## src/rtl/mac_stop_mult_if.sv

```systemverilog
`default_nettype none
// ============================================================================
// Module   : mac_stop_mult_if
// Purpose  : Start/status, A/B memory read port and product result bundle
// Revision : 1.0
// ============================================================================
interface mac_stop_mult_if #(
    parameter int M                      = 3,
    parameter int K                      = 5,
    parameter int N                      = 5,
    parameter int DATA_WIDTH_INIT_MATRIX = 32
);
    localparam int MW = $clog2(M);
    localparam int KW = $clog2(K);
    localparam int NW = $clog2(N);
    localparam int DW = DATA_WIDTH_INIT_MATRIX;

    logic              start;
    logic              matrix_ab_re;
    logic [MW-1:0]     row_addr_a;
    logic [KW-1:0]     col_addr_a;
    logic [KW-1:0]     row_addr_b;
    logic [NW-1:0]     col_addr_b;
    logic [DW-1:0]     data_in_a;
    logic [DW-1:0]     data_in_b;
    logic [2*DW-1:0]   product_reg;
    logic [MW-1:0]     matrix_a_row_addr_counter_reg;
    logic [KW-1:0]     matrix_a_col_addr_counter_reg;
    logic [KW-1:0]     matrix_b_row_addr_counter_reg;
    logic [NW-1:0]     matrix_b_col_addr_counter_reg;
    logic              mult_done_reg;
    logic              mult_last_reg;
    logic              busy;

    modport master (
        input  start, data_in_a, data_in_b,
        output matrix_ab_re, row_addr_a, col_addr_a, row_addr_b, col_addr_b,
        output product_reg, matrix_a_row_addr_counter_reg,
        output matrix_a_col_addr_counter_reg, matrix_b_row_addr_counter_reg,
        output matrix_b_col_addr_counter_reg, mult_done_reg, mult_last_reg, busy
    );

    modport slave (
        output start, data_in_a, data_in_b,
        input  matrix_ab_re, row_addr_a, col_addr_a, row_addr_b, col_addr_b,
        input  product_reg, matrix_a_row_addr_counter_reg,
        input  matrix_a_col_addr_counter_reg, matrix_b_row_addr_counter_reg,
        input  matrix_b_col_addr_counter_reg, mult_done_reg, mult_last_reg, busy
    );
endinterface
`default_nettype wire

```

## src/rtl/mac_stop_mult.sv

```systemverilog
`default_nettype none
// ============================================================================
// Module   : mac_stop_mult
// Purpose  : Streams all A(m,k)*B(k,n) element products of one pass, tagged
// Revision : 1.0
// ============================================================================
module mac_stop_mult #(
    parameter int M                      = 3,
    parameter int K                      = 5,
    parameter int N                      = 5,
    parameter int DATA_WIDTH_INIT_MATRIX = 32
) (
    input  logic             clk,
    input  logic             resetn,
    mac_stop_mult_if.master  bus
);
    localparam int MW = $clog2(M);
    localparam int KW = $clog2(K);
    localparam int NW = $clog2(N);
    localparam int DW = DATA_WIDTH_INIT_MATRIX;

    localparam logic [MW-1:0] C_M_LAST = MW'(M - 1);
    localparam logic [KW-1:0] C_K_LAST = KW'(K - 1);
    localparam logic [NW-1:0] C_N_LAST = NW'(N - 1);

    typedef enum logic [1:0] {
        IDLE  = 2'd0,
        RUN   = 2'd1,
        DRAIN = 2'd2
    } state_t;

    state_t          r_state;
    logic [MW-1:0]   r_m;
    logic [NW-1:0]   r_n;
    logic [KW-1:0]   r_k;
    logic            r_drain_cnt;

    logic            r_s1_valid;
    logic            r_s1_last;
    logic [MW-1:0]   r_s1_m;
    logic [NW-1:0]   r_s1_n;
    logic [KW-1:0]   r_s1_k;

    logic [2*DW-1:0] r_product;
    logic [MW-1:0]   r_tag_m;
    logic [KW-1:0]   r_tag_k;
    logic [NW-1:0]   r_tag_n;
    logic            r_done;
    logic            r_last;

    logic            w_run;
    logic            w_issue_last;
    logic [2*DW-1:0] w_product;

    assign w_run        = (r_state == RUN);
    assign w_issue_last = w_run && (r_m == C_M_LAST) && (r_n == C_N_LAST) && (r_k == C_K_LAST);
    assign w_product    = {{DW{1'b0}}, bus.data_in_a} * {{DW{1'b0}}, bus.data_in_b};

    // Addresses are zeroed whenever no read is being issued
    assign bus.matrix_ab_re = w_run;
    assign bus.row_addr_a   = w_run ? r_m : '0;
    assign bus.col_addr_a   = w_run ? r_k : '0;
    assign bus.row_addr_b   = w_run ? r_k : '0;
    assign bus.col_addr_b   = w_run ? r_n : '0;
    assign bus.busy         = (r_state != IDLE);

    assign bus.product_reg                   = r_product;
    assign bus.matrix_a_row_addr_counter_reg = r_tag_m;
    assign bus.matrix_a_col_addr_counter_reg = r_tag_k;
    assign bus.matrix_b_row_addr_counter_reg = r_tag_k;
    assign bus.matrix_b_col_addr_counter_reg = r_tag_n;
    assign bus.mult_done_reg                 = r_done;
    assign bus.mult_last_reg                 = r_last;

    always_ff @(posedge clk or negedge resetn) begin
        if (!resetn) begin
            r_state     <= IDLE;
            r_m         <= '0;
            r_n         <= '0;
            r_k         <= '0;
            r_drain_cnt <= 1'b0;
        end else begin
            case (r_state)
                IDLE: begin
                    if (bus.start) begin
                        r_m     <= '0;
                        r_n     <= '0;
                        r_k     <= '0;
                        r_state <= RUN;
                    end
                end
                RUN: begin
                    // k innermost, then n, then m
                    if (r_k == C_K_LAST) begin
                        r_k <= '0;
                        if (r_n == C_N_LAST) begin
                            r_n <= '0;
                            r_m <= r_m + 1'b1;
                        end else begin
                            r_n <= r_n + 1'b1;
                        end
                    end else begin
                        r_k <= r_k + 1'b1;
                    end
                    if (w_issue_last) begin
                        r_state     <= DRAIN;
                        r_drain_cnt <= 1'b0;
                    end
                end
                DRAIN: begin
                    if (r_drain_cnt) begin
                        r_state <= IDLE;
                    end else begin
                        r_drain_cnt <= 1'b1;
                    end
                end
                default: r_state <= IDLE;
            endcase
        end
    end

    // Stage 1 aligns the issued tags with the one-cycle memory latency
    always_ff @(posedge clk or negedge resetn) begin
        if (!resetn) begin
            r_s1_valid <= 1'b0;
            r_s1_last  <= 1'b0;
            r_s1_m     <= '0;
            r_s1_n     <= '0;
            r_s1_k     <= '0;
            r_product  <= '0;
            r_tag_m    <= '0;
            r_tag_k    <= '0;
            r_tag_n    <= '0;
            r_done     <= 1'b0;
            r_last     <= 1'b0;
        end else begin
            r_s1_valid <= w_run;
            r_s1_last  <= w_issue_last;
            r_s1_m     <= r_m;
            r_s1_n     <= r_n;
            r_s1_k     <= r_k;
            r_done     <= r_s1_valid;
            r_last     <= r_s1_valid & r_s1_last;
            if (r_s1_valid) begin
                r_product <= w_product;
                r_tag_m   <= r_s1_m;
                r_tag_k   <= r_s1_k;
                r_tag_n   <= r_s1_n;
            end
        end
    end
endmodule
`default_nettype wire

```

## src/flat_wrapper.sv

```systemverilog
// flat-port wrapper written by rule: the top's interface ports become plain ports
module mac_stop_mult_flat 
#(
    parameter int M                      = 3,
    parameter int K                      = 5,
    parameter int N                      = 5,
    parameter int DATA_WIDTH_INIT_MATRIX = 32
)
  (clk, resetn, bus_start, bus_data_in_a, bus_data_in_b, bus_matrix_ab_re, bus_row_addr_a, bus_col_addr_a, bus_row_addr_b, bus_col_addr_b, bus_product_reg, bus_matrix_a_row_addr_counter_reg, bus_matrix_a_col_addr_counter_reg, bus_matrix_b_row_addr_counter_reg, bus_matrix_b_col_addr_counter_reg, bus_mult_done_reg, bus_mult_last_reg, bus_busy);
  mac_stop_mult_if #(.M(M), .K(K), .N(N), .DATA_WIDTH_INIT_MATRIX(DATA_WIDTH_INIT_MATRIX)) bus_i ();
  input  logic clk;
  input  logic resetn;
  input wire logic [$bits(bus_i.start)-1:0] bus_start;
  input wire logic [$bits(bus_i.data_in_a)-1:0] bus_data_in_a;
  input wire logic [$bits(bus_i.data_in_b)-1:0] bus_data_in_b;
  output wire logic [$bits(bus_i.matrix_ab_re)-1:0] bus_matrix_ab_re;
  output wire logic [$bits(bus_i.row_addr_a)-1:0] bus_row_addr_a;
  output wire logic [$bits(bus_i.col_addr_a)-1:0] bus_col_addr_a;
  output wire logic [$bits(bus_i.row_addr_b)-1:0] bus_row_addr_b;
  output wire logic [$bits(bus_i.col_addr_b)-1:0] bus_col_addr_b;
  output wire logic [$bits(bus_i.product_reg)-1:0] bus_product_reg;
  output wire logic [$bits(bus_i.matrix_a_row_addr_counter_reg)-1:0] bus_matrix_a_row_addr_counter_reg;
  output wire logic [$bits(bus_i.matrix_a_col_addr_counter_reg)-1:0] bus_matrix_a_col_addr_counter_reg;
  output wire logic [$bits(bus_i.matrix_b_row_addr_counter_reg)-1:0] bus_matrix_b_row_addr_counter_reg;
  output wire logic [$bits(bus_i.matrix_b_col_addr_counter_reg)-1:0] bus_matrix_b_col_addr_counter_reg;
  output wire logic [$bits(bus_i.mult_done_reg)-1:0] bus_mult_done_reg;
  output wire logic [$bits(bus_i.mult_last_reg)-1:0] bus_mult_last_reg;
  output wire logic [$bits(bus_i.busy)-1:0] bus_busy;
  assign bus_i.start = bus_start;
  assign bus_i.data_in_a = bus_data_in_a;
  assign bus_i.data_in_b = bus_data_in_b;
  assign bus_matrix_ab_re = bus_i.matrix_ab_re;
  assign bus_row_addr_a = bus_i.row_addr_a;
  assign bus_col_addr_a = bus_i.col_addr_a;
  assign bus_row_addr_b = bus_i.row_addr_b;
  assign bus_col_addr_b = bus_i.col_addr_b;
  assign bus_product_reg = bus_i.product_reg;
  assign bus_matrix_a_row_addr_counter_reg = bus_i.matrix_a_row_addr_counter_reg;
  assign bus_matrix_a_col_addr_counter_reg = bus_i.matrix_a_col_addr_counter_reg;
  assign bus_matrix_b_row_addr_counter_reg = bus_i.matrix_b_row_addr_counter_reg;
  assign bus_matrix_b_col_addr_counter_reg = bus_i.matrix_b_col_addr_counter_reg;
  assign bus_mult_done_reg = bus_i.mult_done_reg;
  assign bus_mult_last_reg = bus_i.mult_last_reg;
  assign bus_busy = bus_i.busy;
  mac_stop_mult #(.M(M), .K(K), .N(N), .DATA_WIDTH_INIT_MATRIX(DATA_WIDTH_INIT_MATRIX)) u_core (.clk(clk), .resetn(resetn), .bus(bus_i));
endmodule
```

## config.mk

```make
export PLATFORM = sky130hd
export DESIGN_NAME = mac_stop_mult_flat
export DESIGN_NICKNAME = d
export VERILOG_FILES = /design/src/rtl/mac_stop_mult_if.sv /design/src/rtl/mac_stop_mult.sv /design/src/flat_wrapper.sv
export SDC_FILE = /design/constraint.sdc
export NUM_CORES = 2
export LEC_CHECK = 0
export CAP_MARGIN = 20
export CORE_MARGIN = 2
export CORE_UTILIZATION = 60
export CTS_CLUSTER_DIAMETER = 40
export DETAILED_ROUTE_END_ITERATION = 6
export PLACE_DENSITY = 0.86
export SYNTH_ARGS = -nofsm -noshare
export SYNTH_HDL_FRONTEND = slang
export SYNTH_SLANG_ARGS = --single-unit
```

## constraint.sdc

```tcl
create_clock -name clk -period 2.3 [get_ports clk]
set_input_delay 0.575 -clock clk [delete_from_list [all_inputs] [get_ports clk]]
set_output_delay 0.575 -clock clk [all_outputs]
set_load 0.05 [all_outputs]
```

==> Flow_metrics.wiki, run 1 <==
{| class="wikitable"
! Metric !! Value
|-
| Outcome || aborted with a tool error
|-
| Stopping stage || global routing (5_1_grt)
|-
| Error that stopped the run || [ERROR GRT-0232] Routing congestion too high. Check the congestion heatmap in the GUI.
|-
| Multiplexer share of the synthesized area || 1.90%
|-
| Pin count of the biggest net entering global routing || 44
|-
| Total global routing track utilization || 79.5%
|-
| Overflow after GRT || 271
|-
| Synthesized-area fraction occupied by and/or/nand/nor cells || 17.1%
|-
| Ys flop type || sky130_fd_sc_hd__dfrtp_1
|-
| Number of synthesized flops with an enable pin || 0
|-
| Category of the worst endpoint || sequential cell input
|-
| Chip width || 252 µm
|-
| Compound-gate portion of the synthesized area || 4.04%
|-
| Number of buffers between clock root and the deepest sink || 2
|-
| Yosys warning count || 0
|-
| Area share of the leading cell type in the synthesized netlist || 48.7%
|-
| Largest family of logic cells by synthesized area || adder cells
|-
| Clk Tree Root Cell || sky130_fd_sc_hd__clkbuf_16
|-
| Count of standard-cell rows || 90
|-
| Mean cell area of the mapped netlist || 9.35 µm²
|-
| Sequential area share after synthesis || 6.46%
|-
| Number of clock buffers inserted by TritonCTS || 9
|-
| Placed wire-length estimate || 90100 µm
|-
| Number of hold buffers added after CTS || 0
|-
| Top-level I/O count || 157
|-
| Worst_ep grt || u_core.bus.product_reg[62]$_DFFE_PN0P_/D
|-
| Number of distinct library cells after synthesis || 63
|-
| Number of nets produced by synthesis || 5167
|-
| Die Ht || 252 µm
|-
| Number of input and output port buffers inserted || 156
|-
| Post-Syn Area || 36800 µm²
|-
| Initial Utilization || 60.9%
|-
| Post-synth top area cell || sky130_fd_sc_hd__fa_1
|-
| Adder-Cell Fraction of Synth Area || 57.8%
|-
| H-tree depth || 3
|-
| Largest cells by area after synthesis || sky130_fd_sc_hd__fa_1 49%, sky130_fd_sc_hd__and2_1 10%, sky130_fd_sc_hd__ha_1 9.1%
|-
| Area share of xor/xnor cells in the synthesized design || 1.40%
|-
| Number of clock sinks seen by CTS || 95
|-
| Number of synthesized register bits || 95
|-
| Proportion of register bits with asynchronous set or reset after synthesis || 100%
|-
| Post-synthesis instance total || 3936
|-
| Routability congestion estimate from global placement || 0.965
|}
## timing repair
action	4_1_cts
cloned	51
setup buffers	128
pin swaps	247
resized for setup	692
endpoints found under the setup margin	63
## cells in the mapped netlist, types with 2 or more instances
master / instances
sky130_fd_sc_hd__a211oi_2: 2
sky130_fd_sc_hd__buf_4: 6
sky130_fd_sc_hd__or4_1: 2
sky130_fd_sc_hd__or2_2: 3
sky130_fd_sc_hd__a41oi_1: 2
sky130_fd_sc_hd__a21boi_0: 2
sky130_fd_sc_hd__a211oi_1: 6
sky130_fd_sc_hd__a221oi_1: 2
sky130_fd_sc_hd__or3_1: 3
sky130_fd_sc_hd__mux2_2: 58
sky130_fd_sc_hd__mux2i_1: 3
sky130_fd_sc_hd__inv_1: 870
sky130_fd_sc_hd__and3_1: 8
sky130_fd_sc_hd__clkbuf_1: 219
sky130_fd_sc_hd__a31oi_1: 7
sky130_fd_sc_hd__o2111ai_1: 2
sky130_fd_sc_hd__o21a_1: 4
sky130_fd_sc_hd__a22o_1: 5
sky130_fd_sc_hd__a221oi_2: 2
sky130_fd_sc_hd__dfrtp_1: 95
sky130_fd_sc_hd__nand3_1: 21
sky130_fd_sc_hd__nor3b_1: 5
sky130_fd_sc_hd__nor3_1: 14
sky130_fd_sc_hd__o21ai_1: 2
sky130_fd_sc_hd__o31ai_1: 3
sky130_fd_sc_hd__nor2_1: 54
sky130_fd_sc_hd__xnor2_1: 35
sky130_fd_sc_hd__a21oi_1: 79
sky130_fd_sc_hd__nor2b_1: 6
sky130_fd_sc_hd__a221o_1: 2
sky130_fd_sc_hd__nand2b_1: 7
sky130_fd_sc_hd__o311ai_0: 2
sky130_fd_sc_hd__ha_1: 268
sky130_fd_sc_hd__o21bai_1: 17
sky130_fd_sc_hd__o22ai_1: 2
sky130_fd_sc_hd__fa_1: 896
sky130_fd_sc_hd__nand2_1: 491
sky130_fd_sc_hd__and2_1: 597
sky130_fd_sc_hd__o211ai_1: 5
sky130_fd_sc_hd__nand4_1: 15
sky130_fd_sc_hd__xor2_1: 24
sky130_fd_sc_hd__a21o_1: 22
sky130_fd_sc_hd__o21ai_0: 48
## kinds of logic after synthesis
kind of cell,after synthesis
compound gates,229
mux,62
fa+ha+maj,1164
simple gates,1230
flops,95
buf+inv,1097
xor+xnor,59
## routing by layer
layer / global-route usage (%) / overflow
met1: 76.4 / 6
met2: 91.4 / 152
met3: 72.6 / 8
met4: 79.1 / 105
met5: 51.2 / 0
## stage by stage
| step | util (%) | cell area, µm² | cells | setup WS [ps] | setup TNS [ps] |
|---|---|---|---|---|---|
| after global placement | 72.0 | 43600 | 5111 | -5900 | -310530 |
| after CTS | 79.1 | 47800 | 5296 | -5180 | -267500 |
| after detailed placement | 72.0 | 43600 | 5111 | -5960 | -315470 |
| after floorplan | - | 38000 | 3936 | -4900 | -239910 |
==> run 2: changes to the inputs <==
- CORE_UTILIZATION: 60 -> 40
- CTS_CLUSTER_DIAMETER: 40 -> not set
- PLACE_DENSITY: 0.86 -> not set
- PLACE_DENSITY_LB_ADDON: not set -> 0.15
==> run 2 against run 1 <==
The flow now finishes, with violations (negative setup slack). Synthesized cell count did not move. Synthesized area did not move.
==> Flow_metrics.wiki, run 2 <==
{| class="wikitable"
! Metric !! Value
|-
| Violations in the final reports || negative setup slack
|-
| Proportion of register bits with asynchronous set or reset after synthesis || 100% (unchanged)
|-
| Placed wire-length estimate || 90200 µm (was 90100 µm)
|-
| Pin count of the biggest net entering global routing || 52
|-
| Worst-case reg-to-reg path depth || 3
|-
| Chip width || 307 µm (was 252 µm)
|-
| Die Ht || 307 µm (was 252 µm)
|-
| Number of max-slew violations in the final report || 0
|-
| Commonest non-fill, non-tap cell in the layout || sky130_fd_sc_hd__inv_1
|-
| Outcome || finished with violations (was aborted with a tool error)
|-
| Minimum setup slack among reg-to-reg paths || 510 ps
|-
| Required time of the critical path || 2540 ps
|-
| Inst Count DP || 5508 (was 5111)
|-
| Final antenna-violating net count || 0
|-
| Count of TritonRoute iterations in the first routing pass || 5
|-
| Antenna violations before repair || 1
|-
| Sequential area share after synthesis || 6.46% (unchanged)
|-
| Max-Cap Viols || 0
|-
| Top-level I/O count || 157 (unchanged)
|-
| End of the worst register-to-register path || u_core.bus.product_reg[56]
|-
| Area share of the leading cell type in the synthesized netlist || 48.7% (unchanged)
|-
| Post-Syn Area || 36800 µm² (unchanged)
|-
| Clock insertion delay at the later pin of the skew report || 350 ps
|-
| Number of flip-flops in the largest register || 64
|-
| Register clock-pin slew on the reported worst setup and hold paths || 70 ps
|-
| Number of buffers between clock root and the deepest sink || 2 (unchanged)
|-
| Starting DRT DRC Count || 1560
|-
| Setup crit start kind || input port
|-
| Count of vias placed by the detailed router || 28800
|-
| Most frequently used cell type in the post-synthesis netlist || sky130_fd_sc_hd__fa_1 (unchanged)
|-
| Startpoint of the worst setup timing path || bus_data_in_b[11]
|-
| Worst Skew || 10.5 ps
|-
| Ratio of cells with drive above 1 in the final layout || 31.9%
|-
| Number of clock buffers inserted by TritonCTS || 9 (unchanged)
|-
| Number of clock sinks seen by CTS || 95 (unchanged)
|-
| CP arrival || 7710 ps
|-
| Classification of the worst setup path || input port to flip-flop
|-
| Post-layout net count || 5792
|-
| Yosys warning count || 0 (unchanged)
|-
| Routability congestion estimate from global placement || 0.857 (was 0.965)
|-
| Time the final worst path needs with I/O delays and setup || 7480 ps
|-
| Number of hold violations in the final report || 0
|-
| Number of distinct library cells after synthesis || 63 (unchanged)
|-
| Worst-case headroom to the max-slew limit || 61.5%
|-
| Fmax || 134 MHz
|-
| Final Non-Filler Cells || 5753
|-
| Overflow after GRT || 0
|-
| Type of element capturing the critical path || flip-flop
|-
| Post-synth top area cell || sky130_fd_sc_hd__fa_1 (unchanged)
|-
| Number of synthesized flops with an enable pin || 0 (unchanged)
|-
| Wire length per cell after detailed routing || 21.1 µm
|-
| Highest-count cells in the layout ignoring fill and taps || 782 x sky130_fd_sc_hd__inv_1, 770 x sky130_fd_sc_hd__fa_1, 488 x sky130_fd_sc_hd__and2_1
|-
| Overall routed net length || 122000 µm
|-
| Setup violations, final || 61
|-
| Hold Slack || 173 ps
|-
| Largest cells by area after synthesis || sky130_fd_sc_hd__fa_1 49%, sky130_fd_sc_hd__and2_1 10%, sky130_fd_sc_hd__ha_1 9.1% (unchanged)
|-
| H-tree depth || 3 (unchanged)
|-
| Wire length of the first global-routing pass || 191000 µm
|-
| Final worst-path cycle share || 325%
|-
| Layout overhead on the synthesized area || 35.6%
|-
| Via-to-Cell Ratio || 5.00
|-
| Count of standard-cell rows || 111 (was 90)
|-
| Startpoint of the worst-slack reg-to-reg timing path || u_core.r_s1_valid
|-
| Area of the die || 94500 µm²
|-
| CP max FO || 7
|-
| Most frequent cells after synthesis || 896 x sky130_fd_sc_hd__fa_1, 870 x sky130_fd_sc_hd__inv_1, 597 x sky130_fd_sc_hd__and2_1 (unchanged)
|-
| Mean cell area of the mapped netlist || 9.35 µm² (unchanged)
|-
| Remaining routing DRC violations || 0
|-
| Number of synthesized register bits || 95 (unchanged)
|-
| Post-synthesis instance total || 3936 (unchanged)
|-
| Hold Crit Class || input port to async pin
|-
| Total core area || 91400 µm²
|-
| Ys flop type || sky130_fd_sc_hd__dfrtp_1 (unchanged)
|-
| Total global routing track utilization || 26.5%
|-
| Slew of the pin with the lowest slew margin || 576 ps
|-
| Number of nets produced by synthesis || 5167 (unchanged)
|-
| Number of input and output port buffers inserted || 156 (unchanged)
|-
| Number of hold buffers added after CTS || 0 (unchanged)
|-
| Number of global-route vias before repair || 31700
|-
| Endpoint of the worst setup timing path || u_core.bus.product_reg[62]
|-
| Initial Utilization || 40.3% (was 60.9%)
|-
| TritonCTS clock tree || yes
|-
| Clk Tree Root Cell || sky130_fd_sc_hd__clkbuf_16 (unchanged)
|-
| Final worst slack || -5180 ps
|-
| Setup repair after global routing missed its margin || true
|}
-- run 2: worst max-delay path, stage by stage --
cell,delay (ps)
sky130_fd_sc_hd__buf_2,160
sky130_fd_sc_hd__buf_12,170
sky130_fd_sc_hd__and2_1,160
sky130_fd_sc_hd__fa_1,530
sky130_fd_sc_hd__fa_1,570
sky130_fd_sc_hd__inv_2,40
sky130_fd_sc_hd__fa_2,530
sky130_fd_sc_hd__fa_1,400
sky130_fd_sc_hd__inv_1,80
sky130_fd_sc_hd__fa_2,470
sky130_fd_sc_hd__fa_1,530
sky130_fd_sc_hd__fa_2,600
sky130_fd_sc_hd__inv_2,50
sky130_fd_sc_hd__fa_1,520
sky130_fd_sc_hd__inv_2,50
sky130_fd_sc_hd__ha_4,260
sky130_fd_sc_hd__nand4_1,140
sky130_fd_sc_hd__nor3_4,240
sky130_fd_sc_hd__nand3_2,130
sky130_fd_sc_hd__nor2_2,120
sky130_fd_sc_hd__a311oi_2,110
sky130_fd_sc_hd__buf_4,170
sky130_fd_sc_hd__a2111oi_4,390
sky130_fd_sc_hd__nor3_4,80
sky130_fd_sc_hd__o41ai_2,240
sky130_fd_sc_hd__xor2_1,110
sky130_fd_sc_hd__mux2_2,270
-- run 2: final cells by class --
cell class | instances | area [µm²]
timing repair buffer | 840 | 9280
inverter | 871 | 3280
tap | 1186 | 1480
fill | 8073 | 41500
antenna | 1 | 2.50
multi-input combinational | 2744 | 33200
clock buffer | 11 | 243
clock inverter | 5 | 56.3
sequential | 95 | 2380
-- run 2: logic make-up (layout without fill, tap and decap cells) --
kind of cell / Yosys count / count (layout) / synth area share [%]
flops: 95 / 95 / 6.46
fa+ha+maj: 1164 / 1164 / 57.8
other cells: 0 / 1 / 0
simple gates: 1230 / 1230 / 17.1
buf+inv: 1097 / 1727 / 11.3
compound gates: 229 / 229 / 4.04
xor+xnor: 59 / 59 / 1.40
mux: 62 / 62 / 1.90
-- run 2: worst min path at each step --
| stage | start | to | cells after the start | slack (ps) |
|---|---|---|---|---|
| CTS | resetn | u_core.bus.product_reg[13] | 1 | 200 |
| global route | resetn | u_core.bus.product_reg[13] | 1 | 210 |
| floorplan | resetn | u_core.bus.matrix_a_col_addr_counter_reg[0] | 0 | 280 |
| finish | resetn | u_core.bus.product_reg[13] | 1 | 170 |
| detailed placement | u_core.r_m[0] | u_core.r_s1_m[0] | 0 | 370 |
| global placement | u_core.r_m[0] | u_core.r_s1_m[0] | 0 | 360 |
-- run 2: metrics by stage --
step	util [%]	setup slack (ps)	area (µm²)	TNS (ps)
finish	54.6	-5180	49900	-266910
global route	54.6	-5450	49900	-276560
CTS	53.1	-5270	48600	-265340
detailed placement	48.3	-6070	44100	-315380
global placement	48.3	-6040	44100	-314440
floorplan	-	-4900	38000	-239910
-- run 2: repair_timing --
item | 4_1_cts | 5_1_grt
endpoints found under the setup margin | 66 | 61
pin swaps | 355 | 254
gates cloned | 37 | 7
resized for setup | 741 | 345
setup buffers | 153 | 60
-- run 2: routing by layer --
metal / part of all wire (%) / GRT usage [%] / routed length [µm] / vias up
met2: 50 / 46.5 / 60900 / 698
li1: - / - / - / 12800
met1: 42 / 35.6 / 50900 / 15200
met3: 4.7 / 2.65 / 5680 / 140
met4: 3.3 / 5.75 / 4070 / 0
met5: 0 / 0 / 0 / -
Power of run 2 is not shown: default switching activity piles up to over one toggle a cycle in this logic, so the estimate is an artifact.
